--- src/rtl/mem_req_queue_if.sv ---
// Handshake bundle between the arbiter/dcache/memory and mem_req_queue.
// slave: the queue itself; master: the surrounding environment.
interface mem_req_queue_if #(
  parameter int ADDR_BITS  = 28,
  parameter int TAG_BITS   = 5,
  parameter int DATA_BITS  = 128,
  parameter int CMD_DEPTH  = 4,
  parameter int DATA_DEPTH = 8
);
  logic                          in_req_valid;
  logic                          in_req_ready;
  logic                          in_req_rw;
  logic [ADDR_BITS-1:0]          in_req_addr;
  logic [TAG_BITS-1:0]           in_req_tag;
  logic                          in_data_valid;
  logic                          in_data_ready;
  logic [DATA_BITS-1:0]          in_data_bits;
  logic [DATA_BITS/8-1:0]        in_data_mask;
  logic                          out_req_valid;
  logic                          out_req_ready;
  logic                          out_req_rw;
  logic [ADDR_BITS-1:0]          out_req_addr;
  logic [TAG_BITS-1:0]           out_req_tag;
  logic                          out_data_valid;
  logic                          out_data_ready;
  logic [DATA_BITS-1:0]          out_data_bits;
  logic [DATA_BITS/8-1:0]        out_data_mask;
  logic [$clog2(CMD_DEPTH):0]    cmd_count;
  logic [$clog2(DATA_DEPTH):0]   data_count;

  modport slave (
    input  in_req_valid, in_req_rw, in_req_addr, in_req_tag,
    input  in_data_valid, in_data_bits, in_data_mask,
    input  out_req_ready, out_data_ready,
    output in_req_ready, in_data_ready,
    output out_req_valid, out_req_rw, out_req_addr, out_req_tag,
    output out_data_valid, out_data_bits, out_data_mask,
    output cmd_count, data_count
  );

  modport master (
    output in_req_valid, in_req_rw, in_req_addr, in_req_tag,
    output in_data_valid, in_data_bits, in_data_mask,
    output out_req_ready, out_data_ready,
    input  in_req_ready, in_data_ready,
    input  out_req_valid, out_req_rw, out_req_addr, out_req_tag,
    input  out_data_valid, out_data_bits, out_data_mask,
    input  cmd_count, data_count
  );
endinterface

--- src/rtl/mem_req_queue.sv ---
// Elastic command/write-data buffer between cache arbiter and main memory.
// Optional MEM_REQ_QUEUE_BYPASS_EN: reads skip an empty command FIFO combinationally.
module mem_req_queue #(
  parameter int ADDR_BITS  = 28,
  parameter int TAG_BITS   = 5,
  parameter int DATA_BITS  = 128,
  parameter int CMD_DEPTH  = 4,
  parameter int DATA_DEPTH = 8,
  parameter int DATA_BEATS = 4
) (
  input  logic              clk,
  input  logic              reset,
  mem_req_queue_if.slave    bus
);
  localparam int CW        = $clog2(CMD_DEPTH);
  localparam int DW        = $clog2(DATA_DEPTH);
  localparam int MW        = DATA_BITS / 8;
  localparam int CMD_BITS  = 1 + ADDR_BITS + TAG_BITS;
  localparam int BEAT_BITS = DATA_BITS + MW;
  localparam logic [DW:0] BEATS     = (DW+1)'(DATA_BEATS);
  localparam logic [CW:0] CMD_FULL  = (CW+1)'(CMD_DEPTH);
  localparam logic [DW:0] DATA_FULL = (DW+1)'(DATA_DEPTH);

  logic [CMD_BITS-1:0]  cmd_mem  [CMD_DEPTH];
  logic [BEAT_BITS-1:0] beat_mem [DATA_DEPTH];

  logic [CW-1:0] cmd_wr_ptr, cmd_rd_ptr;
  logic [CW:0]   cmd_cnt;
  logic [DW-1:0] data_wr_ptr, data_rd_ptr;
  logic [DW:0]   data_cnt;
  logic [DW:0]   credit;
  logic [DW:0]   pend_beats;

  logic [CMD_BITS-1:0] cmd_head;
  logic                fifo_req_valid;
  logic                bypass;
  logic                in_req_fire, out_req_fire, in_data_fire, out_data_fire;
  logic                cmd_push, cmd_pop, wr_issue;

  always_comb begin
    cmd_head       = cmd_mem[cmd_rd_ptr];
    // A write head waits until every one of its beats is buffered and unclaimed.
    fifo_req_valid = (cmd_cnt != '0) && (!cmd_head[CMD_BITS-1] || credit >= BEATS);

    bus.in_req_ready  = !reset && (cmd_cnt != CMD_FULL);
    bus.in_data_ready = !reset && (data_cnt != DATA_FULL);

`ifdef MEM_REQ_QUEUE_BYPASS_EN
    bypass = !reset && (cmd_cnt == '0) && bus.in_req_valid && !bus.in_req_rw;
    if (bypass) begin
      bus.out_req_rw   = bus.in_req_rw;
      bus.out_req_addr = bus.in_req_addr;
      bus.out_req_tag  = bus.in_req_tag;
    end else begin
      {bus.out_req_rw, bus.out_req_addr, bus.out_req_tag} = cmd_head;
    end
`else
    bypass = 1'b0;
    {bus.out_req_rw, bus.out_req_addr, bus.out_req_tag} = cmd_head;
`endif
    bus.out_req_valid = !reset && (fifo_req_valid || bypass);

    bus.out_data_valid = !reset && (data_cnt != '0) && (pend_beats != '0);
    {bus.out_data_mask, bus.out_data_bits} = beat_mem[data_rd_ptr];

    bus.cmd_count  = cmd_cnt;
    bus.data_count = data_cnt;

    in_req_fire   = bus.in_req_valid   && bus.in_req_ready;
    out_req_fire  = bus.out_req_valid  && bus.out_req_ready;
    in_data_fire  = bus.in_data_valid  && bus.in_data_ready;
    out_data_fire = bus.out_data_valid && bus.out_data_ready;

    // A bypassed read that is taken immediately never touches the FIFO.
    cmd_push = in_req_fire && !(bypass && bus.out_req_ready);
    cmd_pop  = out_req_fire && !bypass;
    wr_issue = out_req_fire && bus.out_req_rw;
  end

  always_ff @(posedge clk) begin
    if (reset) begin
      cmd_wr_ptr  <= '0;
      cmd_rd_ptr  <= '0;
      cmd_cnt     <= '0;
      data_wr_ptr <= '0;
      data_rd_ptr <= '0;
      data_cnt    <= '0;
      credit      <= '0;
      pend_beats  <= '0;
    end else begin
      if (cmd_push)      cmd_wr_ptr  <= cmd_wr_ptr + CW'(1);
      if (cmd_pop)       cmd_rd_ptr  <= cmd_rd_ptr + CW'(1);
      if (in_data_fire)  data_wr_ptr <= data_wr_ptr + DW'(1);
      if (out_data_fire) data_rd_ptr <= data_rd_ptr + DW'(1);
      cmd_cnt    <= cmd_cnt + (CW+1)'(cmd_push) - (CW+1)'(cmd_pop);
      data_cnt   <= data_cnt + (DW+1)'(in_data_fire) - (DW+1)'(out_data_fire);
      credit     <= credit + (DW+1)'(in_data_fire) - (wr_issue ? BEATS : '0);
      pend_beats <= pend_beats + (wr_issue ? BEATS : '0) - (DW+1)'(out_data_fire);
    end
  end

  always_ff @(posedge clk) begin
    if (cmd_push)
      cmd_mem[cmd_wr_ptr] <= {bus.in_req_rw, bus.in_req_addr, bus.in_req_tag};
    if (in_data_fire)
      beat_mem[data_wr_ptr] <= {bus.in_data_mask, bus.in_data_bits};
  end
endmodule

--- src/flat_wrapper.sv ---
// flat-port wrapper written by rule: the top's interface ports become plain ports
module mem_req_queue_flat 
#(
  parameter int ADDR_BITS  = 28,
  parameter int TAG_BITS   = 5,
  parameter int DATA_BITS  = 128,
  parameter int CMD_DEPTH  = 4,
  parameter int DATA_DEPTH = 8,
  parameter int DATA_BEATS = 4
)
  (clk, reset, bus_in_req_valid, bus_in_req_rw, bus_in_req_addr, bus_in_req_tag, bus_in_data_valid, bus_in_data_bits, bus_in_data_mask, bus_out_req_ready, bus_out_data_ready, bus_in_req_ready, bus_in_data_ready, bus_out_req_valid, bus_out_req_rw, bus_out_req_addr, bus_out_req_tag, bus_out_data_valid, bus_out_data_bits, bus_out_data_mask, bus_cmd_count, bus_data_count);
  mem_req_queue_if #(.ADDR_BITS(ADDR_BITS), .TAG_BITS(TAG_BITS), .DATA_BITS(DATA_BITS), .CMD_DEPTH(CMD_DEPTH), .DATA_DEPTH(DATA_DEPTH)) bus_i ();
  input  logic clk;
  input  logic reset;
  input wire logic [$bits(bus_i.in_req_valid)-1:0] bus_in_req_valid;
  input wire logic [$bits(bus_i.in_req_rw)-1:0] bus_in_req_rw;
  input wire logic [$bits(bus_i.in_req_addr)-1:0] bus_in_req_addr;
  input wire logic [$bits(bus_i.in_req_tag)-1:0] bus_in_req_tag;
  input wire logic [$bits(bus_i.in_data_valid)-1:0] bus_in_data_valid;
  input wire logic [$bits(bus_i.in_data_bits)-1:0] bus_in_data_bits;
  input wire logic [$bits(bus_i.in_data_mask)-1:0] bus_in_data_mask;
  input wire logic [$bits(bus_i.out_req_ready)-1:0] bus_out_req_ready;
  input wire logic [$bits(bus_i.out_data_ready)-1:0] bus_out_data_ready;
  output wire logic [$bits(bus_i.in_req_ready)-1:0] bus_in_req_ready;
  output wire logic [$bits(bus_i.in_data_ready)-1:0] bus_in_data_ready;
  output wire logic [$bits(bus_i.out_req_valid)-1:0] bus_out_req_valid;
  output wire logic [$bits(bus_i.out_req_rw)-1:0] bus_out_req_rw;
  output wire logic [$bits(bus_i.out_req_addr)-1:0] bus_out_req_addr;
  output wire logic [$bits(bus_i.out_req_tag)-1:0] bus_out_req_tag;
  output wire logic [$bits(bus_i.out_data_valid)-1:0] bus_out_data_valid;
  output wire logic [$bits(bus_i.out_data_bits)-1:0] bus_out_data_bits;
  output wire logic [$bits(bus_i.out_data_mask)-1:0] bus_out_data_mask;
  output wire logic [$bits(bus_i.cmd_count)-1:0] bus_cmd_count;
  output wire logic [$bits(bus_i.data_count)-1:0] bus_data_count;
  assign bus_i.in_req_valid = bus_in_req_valid;
  assign bus_i.in_req_rw = bus_in_req_rw;
  assign bus_i.in_req_addr = bus_in_req_addr;
  assign bus_i.in_req_tag = bus_in_req_tag;
  assign bus_i.in_data_valid = bus_in_data_valid;
  assign bus_i.in_data_bits = bus_in_data_bits;
  assign bus_i.in_data_mask = bus_in_data_mask;
  assign bus_i.out_req_ready = bus_out_req_ready;
  assign bus_i.out_data_ready = bus_out_data_ready;
  assign bus_in_req_ready = bus_i.in_req_ready;
  assign bus_in_data_ready = bus_i.in_data_ready;
  assign bus_out_req_valid = bus_i.out_req_valid;
  assign bus_out_req_rw = bus_i.out_req_rw;
  assign bus_out_req_addr = bus_i.out_req_addr;
  assign bus_out_req_tag = bus_i.out_req_tag;
  assign bus_out_data_valid = bus_i.out_data_valid;
  assign bus_out_data_bits = bus_i.out_data_bits;
  assign bus_out_data_mask = bus_i.out_data_mask;
  assign bus_cmd_count = bus_i.cmd_count;
  assign bus_data_count = bus_i.data_count;
  mem_req_queue #(.ADDR_BITS(ADDR_BITS), .TAG_BITS(TAG_BITS), .DATA_BITS(DATA_BITS), .CMD_DEPTH(CMD_DEPTH), .DATA_DEPTH(DATA_DEPTH), .DATA_BEATS(DATA_BEATS)) u_core (.clk(clk), .reset(reset), .bus(bus_i));
endmodule
--- config.mk ---
export PLATFORM = sky130hd
export DESIGN_NAME = mem_req_queue_flat
export DESIGN_NICKNAME = d
export VERILOG_FILES = /design/src/rtl/mem_req_queue_if.sv /design/src/rtl/mem_req_queue.sv /design/src/flat_wrapper.sv
export SDC_FILE = /design/constraint.sdc
export NUM_CORES = 1
export LEC_CHECK = 0
export BUFFER_PORTS_ARGS = -buffer_cell sky130_fd_sc_hd__buf_2
export CAP_MARGIN = 10
export CORE_UTILIZATION = 39
export CTS_CLUSTER_SIZE = 14
export DETAILED_ROUTE_END_ITERATION = 6
export PLACE_DENSITY = 0.59
export REMOVE_ABC_BUFFERS = 1
export SYNTH_ARGS = -nofsm -noshare
export SYNTH_HDL_FRONTEND = slang
export SYNTH_SLANG_ARGS = --single-unit
--- constraint.sdc ---
create_clock -name clk -period 42 [get_ports clk]
set_input_delay 4.2 -clock clk [delete_from_list [all_inputs] [get_ports clk]]
set_output_delay 4.2 -clock clk [all_outputs]
set_load 0.05 [all_outputs]
==> results.md <==
| Step | Quantity | Value |
|---|---|---|
| timing | Final hold violation count | 0 |
| timing | Unrepaired setup endpoints after global routing | false |
| pwr | Switching power share of the total | 26.4% |
| routing | Post-route DRC | 0 |
| die | Effective utilization at floorplan | 39.4% |
| pwr | Switching Power | 850 uW |
| timing | Final count of pins violating max slew | 0 |
| worst setup path | Arrival time of data at the critical path endpoint | 5.34 ns |
| place | IO buf count | 372 |
| synthesis | Share of flip-flops with an asynchronous set or reset | 0% |
| synthesis | Commonest register cell after synthesis | sky130_fd_sc_hd__edfxtp_1 |
| cts | Clock tree from TritonCTS | done |
| pwr | Fraction of power consumed by sequential logic | 46.8% |
| synthesis | Yosys cell types | 38 |
| pwr | Worst voltage drop across the vdd grid | 37.8 uV |
| timing | Endpoints failing setup | 0 |
| timing | Setup skew after layout | 0.0220 ns |
| pwr | Leakage | 0.0184 uW |
| die | Std-Cell Rows | 130 |
| timing | Min cycle time layout | 9.54 ns |
| routing | Number of optimization iterations in the first detailed-route pass | 5 |
| finish | Share of layout cells above drive strength 1 | 41.9% |
| timing | Fmax | 105 MHz |
| routing | Top metal layer carrying routed signals | met5 |
| cts | Insertion delay to the later sink of the worst-skew pair | 0.75 ns |
| synthesis | Adder and majority cell fraction of the synthesized area | 0.700% |
| routing | Vias | 21900 |
| run status | Status | complete, no violations |
| place | Last weighted congestion value of the routability-driven placer | 0.716 |
| die | Total Die Area | 0.129 mm2 |
| routing | Remaining antenna violation count after routing | 0 |
| synthesis | Mean cell area of the mapped netlist | 24.7 um2 |
| cts | Quantity of hold-fixing buffers added after cts | 0 |
| worst setup path | Delay of the slowest critical-path stage | 0.94 ns |
| min path | Worst Hold Class | flip-flop to flip-flop |
| pwr | Internal cell power | 2370 uW |
| worst setup path | Critical path capture point type | primary output |
| grt | Maximum number of pins on one net before global-route repair | 108 |
| worst setup path | Number of buffer and inverter stages on the critical path | 4 |
| worst setup path | Ordered cell list for the critical path | buf_4 -> buf_4 -> buf_4 -> mux4_2 -> mux2_2 -> buf_2 |
| routing | Routed met1 length | 41300 um |
| grt | Congestion Overflow GR | 0 |
| timing | Worst setup margin | 32.46 ns |
| cts | Total clock sinks | 1318 |
| pwr | Total power per unit cell area | 55.5 mW/mm2 |
| synthesis | Sequential fraction of the synthesis area | 79.0% |
| cts | Cts repair resizes | 0 |
| timing | Headroom to the max-slew limit | 32.2% |
| synthesis | Largest family of logic cells by synthesized area | multiplexers |
| worst setup path | Worst path required time | 37.80 ns |
| worst setup path | Crit start category | flip-flop |
| finish | Post-layout nets | 2684 |
| die | IO Count | 373 |
| die | Vertical extent of the die | 359 um |
| pwr | Clock power frac | 37.0% |
| grt | Initial antenna violation count | 30 |
| synthesis | Proportion of synthesized area in mux cells | 17.9% |
| timing | Final total negative setup slack | 0 ns |
| routing | Wire length on met2 | 54100 um |
| synthesis | Synthesis warning total | 0 |
| cts | Post-CTS Repair Setup Buffers | 0 |
| worst setup path | Highest net fanout along the worst path | 48 |
| flow run | # Max-Cap Violations | 0 |
| worst setup path | Kind of cell adding the most delay to the critical path | buffers and inverters |
| cts | Clock-pin slew on the worst setup and hold paths | 0.06 ns |
| synthesis | Post-synthesis simple-gate area fraction | 0.695% |
| cts | Number of levels the H-tree was split into | 4 |
| timing | Final worst path period share | 22.7% |
| die | Core outline area | 0.126 mm2 |
| routing | Detail Route met3 WL | 6540 um |
| synthesis | Number of enable-type register cells in the synthesized netlist | 1288 |
| place | Setup Slack @ Placement | 32.49 ns |
| worst setup path | Critical path start-end classification | flip-flop to primary output |
| finish | Number of fillers in the final layout | 10300 |
| cts | Cell chosen for the clock root | sky130_fd_sc_hd__clkbuf_16 |
| synthesis | XOR/XNOR share of the synthesized area | 0.247% |
| grt | Via count of the first global-routing pass | 23600 |
| die | Die Width | 359 um |
| cts | Clock Tree Buf Depth | 3 |
| routing | Via-to-Cell Ratio | 5.17 |
| place | DP HPWL | 56800 um |
| synthesis | Combined area of all synthesized cells | 0.0497 mm2 |
| finish | Most common cell after layout, fill and taps aside | sky130_fd_sc_hd__edfxtp_1 |
| routing | Total wire length | 104000 um |
| grt | Wire length of the first global-routing pass | 154000 um |
| worst setup path | Register-to-register setup slack | 37.92 ns |
| timing | Final worst hold slack | 0.476 ns |
| cts | Clock buffer count from CTS | 140 |
| routing | WL/cell | 24.6 um |
| finish | Synthesis-to-finish area growth | 16.6% |
| timing | Worst Tran Pin Value | 1.02 ns |
| routing | Initial DRC Count | 1607 |
| finish | Top library cells by usage in the layout, fill and taps aside | sky130_fd_sc_hd__edfxtp_1, sky130_fd_sc_hd__buf_2, sky130_fd_sc_hd__mux4_2, sky130_fd_sc_hd__mux2_2, sky130_fd_sc_hd__clkbuf_16 |
| worst setup path | Slowest cell on crit path | sky130_fd_sc_hd__dfxtp_4 |
| grt | Total Routing Usage GR | 16.3% |
| worst setup path | Worst path most repeated cell | sky130_fd_sc_hd__buf_4 |
| pwr | Gate power share | 16.1% |
| synthesis | Compound-gate portion of the synthesized area | 0.118% |
| synthesis | Cell count after synthesis | 2014 |
| synthesis | Number of synthesized register bits | 1318 |
-- final timing paths --
| check | startpoint | to | cells after the start |
|---|---|---|---|
| worst max-delay path | flip-flop | bus_out_data_bits[91] | 6 |
| worst min-delay path | u_core.cmd_rd_ptr[1] | u_core.cmd_rd_ptr[1] | 1 |
| worst max register to register | u_core.bus.data_count[2] | u_core.beat_mem[7][98] | 9 |
| worst min register to register | u_core.cmd_rd_ptr[1] | u_core.cmd_rd_ptr[1] | 1 |
-- power groups by stage --
stage	registers, uW	clock network, uW	logic [uW]
floorplan	1580	0	433
global placement	1530	0	522
detailed placement	1530	0	529
CTS	1510	1220	530
global route	1510	1270	552
finish	1510	1190	519
-- cell type report --
cell class | count | area, um2 | share of cell area [%]
sequential | 1318 | 39300 | 67.8
clock inverter | 84 | 866 | 1.49
clock buffer | 166 | 3620 | 6.25
inverter | 22 | 82.6 | 0.142
tap | 1650 | 2060 | 3.56
timing repair buffer | 409 | 2200 | 3.80
multi-input combinational | 583 | 9830 | 17.0
antenna | 3 | 7.51 | 0.0130
-- through the flow --
step	utilization (%)	cells	cell area, um2	power (uW)
floorplan	-	1923	49100	2020
global placement	42.4	3982	53500	2050
detailed placement	42.4	3982	53500	2060
CTS	46.0	4232	58000	3260
global route	46.0	4234	58000	3330
finish	46.0	4235	58000	3220
-- per-layer routing --
layer  up-vias  GRT usage (%)
li1       9512              -
met5         -              0
met4        36           5.17
met1     11600           19.5
met2       531           28.2
met3       190           4.77
-- sequential cells by signal, indices dropped and copies added (netlist names), named ones only --
name and cells:
u_core.cmd_wr_ptr 2, u_core.credit 4, u_core.data_wr_ptr 3, u_core.pend_beats 4
u_core.cmd_rd_ptr 2, u_core.beat_mem 1152, u_core.bus.data_count 4, u_core.bus.cmd_count 3
u_core.cmd_mem 136, u_core.data_rd_ptr 3
-- Yosys cell counts (2+ instances only) --
master	n	share of area, %
sky130_fd_sc_hd__mux4_2	321	15
sky130_fd_sc_hd__inv_1	22	0.17
sky130_fd_sc_hd__xor2_1	6	0.11
sky130_fd_sc_hd__nor2b_1	5	0.063
sky130_fd_sc_hd__nor2_1	25	0.19
sky130_fd_sc_hd__nand2_1	9	0.068
sky130_fd_sc_hd__nor3_1	6	0.060
sky130_fd_sc_hd__and2_1	5	0.063
sky130_fd_sc_hd__mux2i_1	4	0.081
sky130_fd_sc_hd__buf_1	18	0.14
sky130_fd_sc_hd__fa_1	3	0.12
sky130_fd_sc_hd__buf_6	26	0.59
sky130_fd_sc_hd__nand2b_1	2	0.025
sky130_fd_sc_hd__clkbuf_1	24	0.18
sky130_fd_sc_hd__dfxtp_1	30	1.2
sky130_fd_sc_hd__buf_2	23	0.23
sky130_fd_sc_hd__edfxtp_1	1288	78
sky130_fd_sc_hd__mux2_2	144	3.3
sky130_fd_sc_hd__xnor2_1	8	0.14
sky130_fd_sc_hd__ha_1	23	0.58
sky130_fd_sc_hd__or3b_2	2	0.035
sky130_fd_sc_hd__a21oi_1	2	0.020
sky130_fd_sc_hd__nand3_1	3	0.030
-- cell families after synthesis --
family,after synthesis
flops,1318
simple gates,65
buf+inv,113
mux,470
xor+xnor,14
fa+ha+maj,26
compound gates,8
Power figures use the tool's default switching activity.
